[src/rtl/conv_stream_3x3_pkg.sv]
// Shared defaults and mode encoding for the streaming 3x3 convolution engine.
package conv_stream_3x3_pkg;

  localparam int unsigned BIT_LEN_DEF   = 8;
  localparam int unsigned M_LEN_DEF     = 3;
  localparam int unsigned CONV_LEN_DEF  = 20;
  localparam int unsigned CONV_LPOS_DEF = 13;

  typedef enum logic {
    KERNEL = 1'b0,
    IMAGE  = 1'b1
  } mode_t;

endpackage

[src/rtl/conv_column_shreg.sv]
// Column shift register: slot 0 holds the newest column, slot M_LEN-1 the oldest.
module conv_column_shreg #(
  parameter int unsigned BIT_LEN = 8,
  parameter int unsigned M_LEN   = 3
) (
  input  logic                                      clk,
  input  logic                                      rst_n,
  input  logic                                      en,
  input  logic [M_LEN-1:0][BIT_LEN-1:0]             col,
  output logic [M_LEN-1:0][M_LEN-1:0][BIT_LEN-1:0]  slots  // [slot][row]
);

  always_ff @(posedge clk or negedge rst_n) begin
    if (!rst_n) begin
      slots <= '0;
    end else if (en) begin
      for (int unsigned s = M_LEN - 1; s > 0; s--) begin
        slots[s] <= slots[s-1];
      end
      slots[0] <= col;
    end
  end

endmodule

[src/rtl/conv_stream_3x3.sv]
// Streaming 3x3 convolution: kernel/window column shift registers, registered
// product array, and a registered, arithmetically shifted sum in o_data.
module conv_stream_3x3
  import conv_stream_3x3_pkg::*;
#(
  parameter int unsigned BIT_LEN   = BIT_LEN_DEF,
  parameter int unsigned M_LEN     = M_LEN_DEF,
  parameter int unsigned CONV_LEN  = CONV_LEN_DEF,
  parameter int unsigned CONV_LPOS = CONV_LPOS_DEF
) (
  input  logic                        CLK100MHZ,
  input  logic                        i_reset,
  input  logic                        i_valid,
  input  logic                        i_selecK_I,
  input  logic        [BIT_LEN-1:0]   i_dato0,
  input  logic        [BIT_LEN-1:0]   i_dato1,
  input  logic        [BIT_LEN-1:0]   i_dato2,
  output logic signed [CONV_LPOS-1:0] o_data
);

  localparam int unsigned SHIFT = CONV_LEN - CONV_LPOS;

  mode_t                                     mode;
  logic                                      k_en;
  logic                                      img_en;
  logic [M_LEN-1:0][BIT_LEN-1:0]             col;
  logic [M_LEN-1:0][M_LEN-1:0][BIT_LEN-1:0]  k_slots;
  logic [M_LEN-1:0][M_LEN-1:0][BIT_LEN-1:0]  w_slots;
  logic [M_LEN-1:0][M_LEN-1:0][2*BIT_LEN-1:0] prod;   // [slot][row]
  logic signed [CONV_LEN-1:0]                acc;

  assign mode   = mode_t'(i_selecK_I);
  assign k_en   = i_valid && (mode == KERNEL);
  assign img_en = i_valid && (mode == IMAGE);
  assign col    = {i_dato2, i_dato1, i_dato0};

  conv_column_shreg #(
    .BIT_LEN (BIT_LEN),
    .M_LEN   (M_LEN)
  ) u_kernel (
    .clk   (CLK100MHZ),
    .rst_n (i_reset),
    .en    (k_en),
    .col   (col),
    .slots (k_slots)
  );

  conv_column_shreg #(
    .BIT_LEN (BIT_LEN),
    .M_LEN   (M_LEN)
  ) u_window (
    .clk   (CLK100MHZ),
    .rst_n (i_reset),
    .en    (img_en),
    .col   (col),
    .slots (w_slots)
  );

  // Products sample the window as it stood before this edge's column shift.
  always_ff @(posedge CLK100MHZ or negedge i_reset) begin
    if (!i_reset) begin
      prod <= '0;
    end else if (img_en) begin
      for (int unsigned s = 0; s < M_LEN; s++) begin
        for (int unsigned r = 0; r < M_LEN; r++) begin
          prod[s][r] <= $signed(k_slots[s][r]) * $signed(w_slots[s][r]);
        end
      end
    end
  end

  always_comb begin
    acc = '0;
    for (int unsigned s = 0; s < M_LEN; s++) begin
      for (int unsigned r = 0; r < M_LEN; r++) begin
        acc = acc + CONV_LEN'($signed(prod[s][r]));
      end
    end
  end

  always_ff @(posedge CLK100MHZ or negedge i_reset) begin
    if (!i_reset) begin
      o_data <= '0;
    end else if (img_en) begin
      o_data <= CONV_LPOS'(acc >>> SHIFT);
    end
  end

endmodule

[config.mk]
export PLATFORM = sky130hd
export DESIGN_NAME = conv_stream_3x3
export DESIGN_NICKNAME = d
export VERILOG_FILES = /design/src/rtl/conv_stream_3x3_pkg.sv /design/src/rtl/conv_column_shreg.sv /design/src/rtl/conv_stream_3x3.sv
export SDC_FILE = /design/constraint.sdc
export NUM_CORES = 2
export LEC_CHECK = 0
export CORE_MARGIN = 2
export CORE_UTILIZATION = 41
export DETAILED_ROUTE_END_ITERATION = 10
export HOLD_SLACK_MARGIN = 0.15
export RECOVER_POWER = 100
export SYNTH_ARGS = -nofsm -noshare
export SYNTH_HDL_FRONTEND = slang
export SYNTH_HIERARCHICAL = 1
export SYNTH_SLANG_ARGS = --single-unit
[constraint.sdc]
create_clock -name CLK100MHZ -period 4.18 [get_ports CLK100MHZ]
set_input_delay 1.254 -clock CLK100MHZ [delete_from_list [all_inputs] [get_ports CLK100MHZ]]
set_output_delay 1.254 -clock CLK100MHZ [all_outputs]
set_load 0.01 [all_outputs]
==> run_results.csv <==
group,metric,value,unit
logic_synthesis,synth_fp_nets,4552,
detailed_routing,wirelength,94.0,mm
detailed_routing,via_count,26600,
layout,diodes,0,
setup_path,path_buf_inv,2,
global_routing,grt_pass1_wl,154,mm
sta,setup_viol,35,
layout,area_delta_synth_final,26.9,%
logic_synthesis,avgSynthCellArea,10.3,um^2
run_status,status,"finished, violations left",
floorplan,rows,110,
clocking,clk_path_buf_depth,3,
detailed_routing,first_pass_iters,5,
logic_synthesis,seq_area_frac_synth,0.202,
logic_synthesis,yosys.area.top_type_share,0.327,
job,drv_cap,4,
sta,slew_violations,201,
setup_path,crit_type,"register to register",
clocking,clock-sinks,301,
global_routing,grt_pass1_vias,29100,
setup_path,cp_max_fo,4,
place,hpwl,74.0,mm
global_routing,grt_max_degree,146,
sta,max_freq,0.230,GHz
detailed_routing,antenna_left,0,
place,gp_congestion,0.886,
setup_path,worstPathCellList,"and2_4 > fa_1 > inv_1 > fa_1 > inv_2 > fa_1 > fa_1 > ha_4 > and2_4 > a221o_1 > nand4_1 > o221ai_2 > a21oi_2 > xnor2_2 > o21ai_1",
run_status,violations,"max-capacitance violations, max-slew violations, negative setup slack",
setup_path,endpoint_kind,"register",
clocking,clk_pin_slew_worst_paths,60,ps
sta,tightest_slew,2550,ps
clocking,cts_root_buf,"clkbuf_16",
layout,drive_above_1_share,0.310,
logic_synthesis,synth_edf_count,0,
sta,setup_ws,-176,ps
logic_synthesis,async_flop_share,1.00,
setup_path,start_kind,"register",
detailed_routing,routedWlPerCell,16.9,um
floorplan,die_y,306,um
logic_synthesis,synth_warnings,6,
floorplan,start_util,0.414,
detailed_routing,drt-initial-drc-count,1272,
setup_path,cp.depth,15,
detailed_routing,routed_via_density,4.80,
setup_path,crit_required,4630,ps
floorplan,die_x,306,um
layout,final_nets,5257,
setup_path,critPathMaxStageDelay,590,ps
logic_synthesis,syn_area,0.0373,mm^2
clocking,cts_buffers,39,
clocking,clkLatencyLatePin,580,ps
sta,min_period,4360,ps
logic_synthesis,ys_top_cells_by_area,"fa_1, dfrtp_1, ha_1",
global_routing,antenna_found_initial,0,
sta,slew_headroom,-0.700,
setup_path,cp_common_cell,"fa_1",
setup_path,rr_worst_depth,15,
layout,layout.cells.non_filler,5547,
detailed_routing,drc,0,
sta,fin_hold_ws,483,ps
clocking,ctsHtreeMaxLevel,2,
floorplan,io_pins,41,
place,place_inst,5341,
sta,min_period_over_period,1.04,
logic_synthesis,ys_ff_latch,301,
logic_synthesis,synth_cell_types,63,
sta,clock_skew,20.1,ps
setup_path,cp_top_family,"adder cells",
layout,fill_cells,8148,
sta,rsz0062_at_grt,"true",
hold_path,hp-class,"register to register",
floorplan,design.core.area,0.0901,mm^2
setup_path,cpMaxStageDelayCell,"fa_1",
hold_path,hold_depth,2,
logic_synthesis,synth_flop_cell,"dfrtp_1",
global_routing,grt_usage,0.208,
logic_synthesis,synth_area_leader_cell,"fa_1",
floorplan,die_area,0.0934,mm^2
setup_path,critical_path_arrival,4800,ps
logic_synthesis,syn_inst,3637,
sta,hold_viol_final,0,
layout,finish.utilization,0.525,
place,port_buffers,40,
global_routing,grt-ovfl-total,0,
clocking,cts_tree,"done",
## layer usage
layer,GRT usage,wire (um)
met3,0.0244,2830
met1,0.277,41500
met4,0.0741,3500
met5,0,0
met2,0.351,46200
## worst paths after layout
kind / from / endpoint / slack, ps
worst max-delay path: u_window/slots[29] / prod[63] / -180
worst min-delay path: prod[8] / prod[8] / 480
worst max register to register: u_window/slots[29] / prod[63] / -180
worst min register to register: prod[8] / prod[8] / 480
min in group asynchronous: i_reset / prod[36] / 1280
max in group asynchronous: i_reset / u_kernel/slots[39] / 590
## synthesized netlist by cell type, types with 3 or more instances
cell       number
inv_1         832
fa_1          609
and2_1        365
nand2_1       351
dfrtp_1       301
ha_1          278
mux2_4        140
o21ai_0       101
xnor2_1        90
nor2_1         61
a21oi_1        43
a21o_1         41
nand2b_1       34
clkbuf_1       32
o21a_1         27
xor2_1         24
nor3_1         22
o21ai_1        21
nand3_1        20
o31ai_1        20
a21oi_2        19
nor2b_1        19
a2111oi_0      14
a211oi_1       14
and3_1         14
buf_12         14
o211ai_1       14
o21bai_1       10
nand3b_1        9
o31a_1          9
nand4_1         8
a211o_1         7
a221o_1         7
o21ai_2         7
o221ai_1        6
a221oi_1        5
buf_1           5
mux2_2          5
a21boi_2        4
and4_1          3
nor3b_1         3
o22ai_1         3
## layout by cell type, fill, tap and decap left out, drive strengths merged, types with 4 or more instances in the layout
cell and instances:
inv 834, buf 663, fa 609, and2 365, nand2 351, dfrtp 301, ha 278, mux2 145
o21ai 129, xnor2 90, clkbuf 74, a21oi 62, nor2 61, a21o 41, clkdlybuf4s50 38, nand2b 34
o21a 27, xor2 24, nor3 23, o31ai 21, nor2b 21, nand3 20, a2111oi 17, a211oi 16
o211ai 15, and3 14, o21bai 11, o31a 9, nand3b 9, nand4 8, a211o 7, a221o 7
o221ai 6, a21boi 6, a221oi 5, bufinv 5, clkinv 4
## repair_timing
item                                    in CTS  in global routing
buffers inserted                            92                 56
pin swaps                                  246                252
hold buffers                                 0                  0
endpoints found under the setup margin      61                 72
gates resized for setup                    350                345
## worst register-to-register path, stage by stage, from the launching register on
cell	delay [ps]
dfrtp_2	430
and2_4	170
fa_1	520
inv_1	50
fa_1	570
inv_2	50
fa_1	500
fa_1	590
ha_4	220
and2_4	140
a221o_1	340
nand4_1	120
o221ai_2	110
a21oi_2	200
xnor2_2	140
o21ai_1	70
## flip-flops by register name, summed over array words and instances, names as in the netlist
name	cells
u_kernel/slots	72
o_data	13
prod	144
u_window/slots	72
## cells by family (layout without fill, tap and decap cells)
logic type	after synthesis	after routing	synth area share
buffers and inverters	886	1620	0.0957
muxes	145	145	0.0578
adders and majority gates	887	887	0.420
DFF	301	301	0.202
AOI/OAI and AO/OA	389	389	0.0721
xor gates and xnor gates	114	114	0.0268
and+or+nand+nor	915	915	0.126
## area by class of cell
class                      count  area (um^2)  area share
multi-input combinational   2450        27900       0.589
sequential                   301         7660       0.162
timing repair buffer         718         5850       0.124
inverter                     832         3130      0.0661
tap                         1176         1470      0.0311
clock buffer                  58         1150      0.0243
clock inverter                12          195     0.00412
## per-stage QoR
step / setup slack, ps / TNS, ps / instance area, um^2
final: -176 / -2900 / 47400
after global routing: -325 / -9780 / 47400
after CTS: -156 / -2670 / 46300
after detailed placement: -387 / -8300 / 43000
after global placement: -405 / -6550 / 43000
after floorplan: 3.00 / 0 / 37300
Power is left out: the tool's default activity adds up to more than one toggle a clock period on the data nets, which glitch-free logic cannot reach.
